`src/rtl/pc_gen.sv`:
```
// Program-counter generator at the head of fetch: boot, sequential fetch with stall,
// prioritised trap/branch redirects, halt/resume and misaligned-branch reporting.
module pc_gen #(
  parameter int unsigned     XLEN         = 32,
  parameter logic [XLEN-1:0] RESET_VECTOR = XLEN'(32'h0000_0000),
  parameter int unsigned     INSTR_BYTES  = 4,
  parameter int unsigned     ALIGN_BITS   = $clog2(INSTR_BYTES)
) (
  input  logic            clk,
  input  logic            reset,
  input  logic            fetch_ready,
  input  logic            br_taken,
  input  logic [XLEN-1:0] br_target,
  input  logic            trap_req,
  input  logic [XLEN-1:0] trap_target,
  input  logic            halt_req,
  input  logic            resume,
  output logic [XLEN-1:0] pc,
  output logic [XLEN-1:0] pc_plus,
  output logic            pc_valid,
  output logic            halted,
  output logic            misalign_err,
  output logic [XLEN-1:0] misalign_addr
);

  localparam logic [XLEN-1:0] STEP     = XLEN'(INSTR_BYTES);
  localparam logic [XLEN-1:0] LOW_MASK = XLEN'((64'(1) << ALIGN_BITS) - 64'(1));

  typedef enum logic [1:0] {
    BOOT = 2'd0,
    RUN  = 2'd1,
    HALT = 2'd2
  } state_t;

  state_t          state, state_d;
  logic [XLEN-1:0] pc_d;
  logic            pc_valid_d;
  logic            halted_d;
  logic            misalign_err_d;
  logic [XLEN-1:0] misalign_addr_d;

  logic [XLEN-1:0] trap_aligned;
  logic            br_misaligned;

  assign trap_aligned  = trap_target & ~LOW_MASK;
  assign br_misaligned = |(br_target & LOW_MASK);
  assign pc_plus       = pc + STEP;

  // State register and all registered outputs.
  always_ff @(posedge clk) begin
    if (!reset) begin
      state         <= BOOT;
      pc            <= RESET_VECTOR;
      pc_valid      <= 1'b0;
      halted        <= 1'b0;
      misalign_err  <= 1'b0;
      misalign_addr <= '0;
    end else begin
      state         <= state_d;
      pc            <= pc_d;
      pc_valid      <= pc_valid_d;
      halted        <= halted_d;
      misalign_err  <= misalign_err_d;
      misalign_addr <= misalign_addr_d;
    end
  end

  // Next-state and next-output logic; the presented pc is discarded on any redirect.
  always_comb begin
    state_d         = state;
    pc_d            = pc;
    misalign_err_d  = 1'b0;
    misalign_addr_d = misalign_addr;

    unique case (state)
      BOOT: begin
        state_d = RUN;
        if (trap_req) begin
          pc_d = trap_aligned;
        end
      end

      RUN: begin
        if (trap_req) begin
          pc_d = trap_aligned;
        end else if (br_taken && !br_misaligned) begin
          pc_d = br_target;
          if (halt_req) begin
            state_d = HALT;
          end
        end else begin
          // A misaligned branch only reports; the pc continues as if no branch.
          if (br_taken) begin
            misalign_err_d  = 1'b1;
            misalign_addr_d = br_target;
          end
          if (fetch_ready) begin
            pc_d = pc_plus;
          end
          if (halt_req) begin
            state_d = HALT;
          end
        end
      end

      HALT: begin
        if (trap_req) begin
          pc_d    = trap_aligned;
          state_d = RUN;
        end else if (resume) begin
          state_d = RUN;
        end
      end

      default: begin
        state_d = BOOT;
        pc_d    = RESET_VECTOR;
      end
    endcase

    pc_valid_d = (state_d == RUN);
    halted_d   = (state_d == HALT);
  end

endmodule

```
`config.mk`:
```
export PLATFORM = sky130hd
export DESIGN_NAME = pc_gen
export DESIGN_NICKNAME = d
export VERILOG_FILES = /design/src/rtl/pc_gen.sv
export SDC_FILE = /design/constraint.sdc
export NUM_CORES = 1
export LEC_CHECK = 0
export ABC_AREA = 1
export BUFFER_PORTS_ARGS = -buffer_cell sky130_fd_sc_hd__buf_2
export CORE_UTILIZATION = 45
export CTS_CLUSTER_DIAMETER = 200
export CTS_CLUSTER_SIZE = 8
export DETAILED_ROUTE_END_ITERATION = 7
export PLACE_DENSITY = 0.82
export RECOVER_POWER = 25
export SETUP_SLACK_MARGIN = 0.3
export SYNTH_ARGS = -nofsm -noshare
export SYNTH_HDL_FRONTEND = slang
export SYNTH_SLANG_ARGS = --single-unit
```
`constraint.sdc`:
```
create_clock -name clk -period 1.6 [get_ports clk]
set_clock_uncertainty 0.2 [all_clocks]
set_input_delay 0.08 -clock clk [delete_from_list [all_inputs] [get_ports clk]]
set_output_delay 0.08 -clock clk [all_outputs]
set_load 0.005 [all_outputs]
```
==> flow_summary.json, run 1 <==
{
  "outcome": "aborted with a tool error",
  "lastStage": "global routing (5_1_grt)",
  "error_line": "[ERROR GRT-0232] Routing congestion too high. Check the congestion heatmap in the GUI.",
  "grt-ovfl-total": 1,
  "die_h_microns": 101,
  "synth_edf_count": 0,
  "grt_max_degree": 26,
  "yosys_warnings": 0,
  "start_util": 0.471,
  "ys_ff_latch": 69,
  "syn_area_sq_mm": 0.00439,
  "syn_nets": 805,
  "ios": 170,
  "postSynthAreaPerCell_sq_um": 5.99,
  "track_usage": 0.744,
  "cts-htree-levels": 3,
  "crit_endpoint": "pc_plus[19]",
  "die-width_microns": 101,
  "fp-row-count": 35,
  "cts_root_buf": "clkbuf_8",
  "synth_cell_types": 32,
  "antenna_found_initial": 3,
  "cts_buffers": 9,
  "routabilityCongestion": 0.961,
  "clk_path_buf_depth": 2,
  "worstEpCategory": "primary output",
  "async_flop_share": 0,
  "cts.sinks": 69,
  "synth_ff_type": "dfxtp_1",
  "ys_seq_area_frac": 0.314,
  "port_buffers": 167,
  "synth_cells": 733,
  "dp.final_hpwl_microns": 12000
}
-- cells in the mapped netlist, types with 2 or more instances --
library cell	count	area [sq um]
a21oi_1	67	335
and2_1	9	56.3
buf_1	2	7.51
buf_2	11	55.1
buf_4	3	22.5
clkbuf_1	19	71.3
clkinv_1	2	7.51
dfxtp_1	69	1380
inv_1	74	278
inv_2	4	15.0
nand2_1	175	657
nand2_2	5	31.3
nand2_4	2	22.5
nand3_1	37	185
nand3b_1	2	15.0
nand4_1	3	18.8
nor2_1	120	450
nor2_2	4	25.0
nor2_4	8	90.1
nor3_1	2	10.0
o21ai_0	92	460
o21ai_1	2	10.0
o21bai_1	5	37.5
or2_2	3	18.8
xnor2_1	3	26.3
xor2_1	4	35.0
-- layer usage --
layer  track usage  overflow
met1         0.745         0
met4         0.725         1
met3         0.605         0
met2         0.903         0
met5         0.277         0
-- through the flow --
stage                     hold WS, ns  instance area, sq um  cells  setup WS (ns)
after CTS                     -0.0461                  7930   1199         -0.389
after detailed placement        0.124                  6080   1081         -0.131
after global placement          0.115                  6080   1081         -0.134
after floorplan              -0.00965                  4540    733        -0.0210
-- logic make-up after synthesis --
family / synth area share
AOI/OAI and AO/OA: 0.196
xor gates and xnor gates: 0.0177
adders and majority gates: 0.00285
buffers and inverters: 0.104
DFF: 0.314
and+or+nand+nor: 0.366
-- repair_timing --
action | in CTS
pin swaps | 56
hold endpoints to repair | 68
gates resized for setup | 207
setup buffers | 29
gates cloned | 9
hold buffers | 64
setup endpoints to repair | 98
==> run 2, diff against run 1 <==
- CORE_UTILIZATION: 45 -> 40
- CTS_CLUSTER_DIAMETER: 200 -> unset
- CTS_CLUSTER_SIZE: 8 -> unset
- PLACE_DENSITY: 0.82 -> unset
- PLACE_DENSITY_LB_ADDON: unset -> 0.15
- SETUP_SLACK_MARGIN: 0.3 -> unset
- clock period: 1.6 -> 2.1 ns (I/O delays scaled with it)
==> run 2 against run 1 <==
Effect of this change: the flow now finishes without violations; synthesized area unchanged; synthesized cell count unchanged.
==> flow_summary.json, run 2 <==
{
  "die_area_sq_mm": 0.0114,
  "drv_slew": 0,
  "drt-initial-drc-count": 338,
  "synth_cell_types": 32,
  "cp.arrival_ns": 1.73,
  "cts_root_buf": "clkbuf_8",
  "n_antenna_cell": 0,
  "use_met1": 0.385,
  "drt-total-wl_microns": 16700,
  "place_ws_ns": 0.157,
  "cts_tree": "done",
  "dr.pass1.iters": 5,
  "cpMostUsedCell": "nand2_4",
  "critPathMaxFanout": 4,
  "setup_slack_ns": 0.0620,
  "slowest_stage": "dfxtp_4",
  "startpoint": "pc[2]$_SDFFE_PN0P_",
  "die_h_microns": 107,
  "nets": 1042,
  "syn_nets": 805,
  "synth_area_leaders": "dfxtp_1 (31%), nand2_1 (15%), o21ai_0 (10%)",
  "ant_nets": 0,
  "port_buffers": 167,
  "yosysTopAreaCellShare": 0.314,
  "clk_path_buf_depth": 2,
  "setup-violations-final": 0,
  "slowest_delay_ns": 0.38,
  "gr-usage-met3": 0.0559,
  "n_fill_cell": 984,
  "ys_seq_area_frac": 0.314,
  "path_cells": "ha_4 -> nand2_4 -> nor2_4 -> nand2_4 -> buf_4 -> xnor2_1 -> buf_2",
  "yosys_warnings": 0,
  "tightest_slew_ns": 0.613,
  "utilization": 0.625,
  "async_flop_share": 0,
  "regArea_sq_mm": 0.00143,
  "largest_registers": "misalign_addr: 32 flops, pc: 32 flops, state: 2 flops",
  "min-delay-start": "reset",
  "clk_pin_slew_ns": 0.08,
  "fp-row-count": 37,
  "busiest_layer": "met2",
  "hold_violations": 0,
  "r2r_cells": 6,
  "grtUsageMet2": 0.475,
  "routabilityCongestion": 0.928,
  "crit_path_start_kind": "register",
  "cts-htree-levels": 3,
  "r2r-start": "state[0]$_SDFF_PN0_",
  "track_usage": 0.288,
  "layout.cells.most_common_list": "nand2_1 (165), buf_2 (152), nor2_1 (101)",
  "drive_gt1_frac": 0.291,
  "ys_ff_latch": 69,
  "holdPathStages": 3,
  "antenna_found_initial": 0,
  "ios": 170,
  "grt_pass1_wl_microns": 25600,
  "hold_path_end": "pc[1]$_SDFFE_PN0P_",
  "fp.coreArea_sq_mm": 0.0105,
  "p_leak_nw": 3.25,
  "grt-ovfl-total": 0,
  "clk-insertion-delay-late_ns": 0.35,
  "min_path_type": "input port to register",
  "vias_per_cell": 5.08,
  "start_util": 0.418,
  "synth_edf_count": 0,
  "p_per_area_mw_per_mm2": 577,
  "r2r-end": "halted$_SDFF_PN0_",
  "cp_top_family": "flip-flops",
  "cts.sinks": 69,
  "crit_type": "register to primary output",
  "cts_buffers": 9,
  "synth_area_leader_cell": "dfxtp_1",
  "max-vdd-ir-drop_mv": 0.391,
  "rsz0062_at_grt": "true",
  "multiInputGateArea_sq_mm": 0.00272,
  "fin_crit_sh": 0.970,
  "drc_errors": 0,
  "cap_violations": 0,
  "slew_headroom": 0.591,
  "outcome": "completed",
  "syn_area_sq_mm": 0.00439,
  "synthToLayoutAreaGrowth_pct": 49.4,
  "min_period_ns": 2.04,
  "grt_max_degree": 44,
  "final_common_cell": "nand2_1",
  "crit_path_end_kind": "primary output",
  "routed-via-count": 5637,
  "postSynthAreaPerCell_sq_um": 5.99,
  "ys_top_cells_by_count": "nand2_1 (175), nor2_1 (120), o21ai_0 (92), inv_1 (74), dfxtp_1 (69)",
  "fmax_mhz": 491,
  "die-width_microns": 107,
  "grt_pass1_vias": 5048,
  "cp_data_required_time_ns": 1.79,
  "synth_ff_type": "dfxtp_1",
  "synth_cells": 733,
  "avgRoutedWirePerCell_microns": 15.1,
  "dp.final_hpwl_microns": 11700,
  "rrSetupSlack_ns": 0.22,
  "critPathBufInv": 2,
  "synth_most_common_cell": "nand2_1"
}
==> run 2: cell counts after synthesis <==
No cell type changed its count.
==> run 2: worst max path at each step <==
stage | endpoint | depth (start not counted)
floorplan | pc[26]$_SDFFE_PN0P_ | 10
finish | pc_plus[10] | 7
global route | pc_plus[26] | 10
CTS | pc_plus[26] | 9
detailed placement | pc[20]$_SDFFE_PN0P_ | 10
global placement | pc[16]$_SDFFE_PN0P_ | 10
==> run 2: cell type report <==
| cell class | count | area share |
|---|---|---|
| clock inverter | 5 | 0.0130 |
| multi-input combinational | 549 | 0.415 |
| inverter | 80 | 0.0463 |
| tap | 136 | 0.0259 |
| clock buffer | 10 | 0.0210 |
| sequential | 69 | 0.218 |
| timing repair buffer | 261 | 0.261 |
==> run 2: logic make-up after synthesis <==
logic type      after synthesis  synth area share
flops                        69             0.314
simple gates                372             0.366
buf+inv                     115             0.104
compound gates              168             0.196
fa+ha+maj                     1           0.00285
xor+xnor                      8            0.0177
==> run 2: routing by layer <==
layer | up-vias | routed length (microns)
li1 | 2807 | -
met1 | 2578 | 7610
met2 | 227 | 7770
met3 | 25 | 1080
met4 | 0 | 278
met5 | - | 0
==> run 2: repair_timing <==
item | in CTS | in global routing
hold endpoints to repair | 66 | 0
hold buffers | 66 | 0
cloned | 0 | 0
buffers inserted | 5 | 7
gates resized for setup | 22 | 60
setup endpoints to repair | 20 | 20
pin swaps | 3 | 12
==> run 2: report_power, final <==
part	total [W]	leakage [nW]	internal, W	switching, W
combinational	0.000985	2.56	0.000447	0.000538
sequential	0.00153	0.577	0.00141	0.000119
clock	0.00127	0.109	0.000699	0.000570
total	0.00379	3.25	0.00256	0.00123
==> run 2: metrics by stage <==
step / instances / hold WS, ns / TNS (ns) / area [sq um] / total power, W
final: 1110 / 0.0335 / 0 / 6570 / 0.00379
after global routing: 1110 / 0.0545 / -0.130 / 6570 / 0.00398
after CTS: 1103 / 0.00211 / 0 / 6360 / 0.00376
after detailed placement: 1017 / 0.155 / 0 / 5390 / 0.00239
after global placement: 1017 / 0.144 / 0 / 5390 / 0.00237
after floorplan: 733 / 0.00813 / 0 / 4390 / 0.00199
==> run 2: worst min-delay path: stages <==
cell	delay, ns
buf_2	0.26
nand2_1	0.13
nor2_1	0.04
No activity file was read; power rests on OpenSTA's default activity.
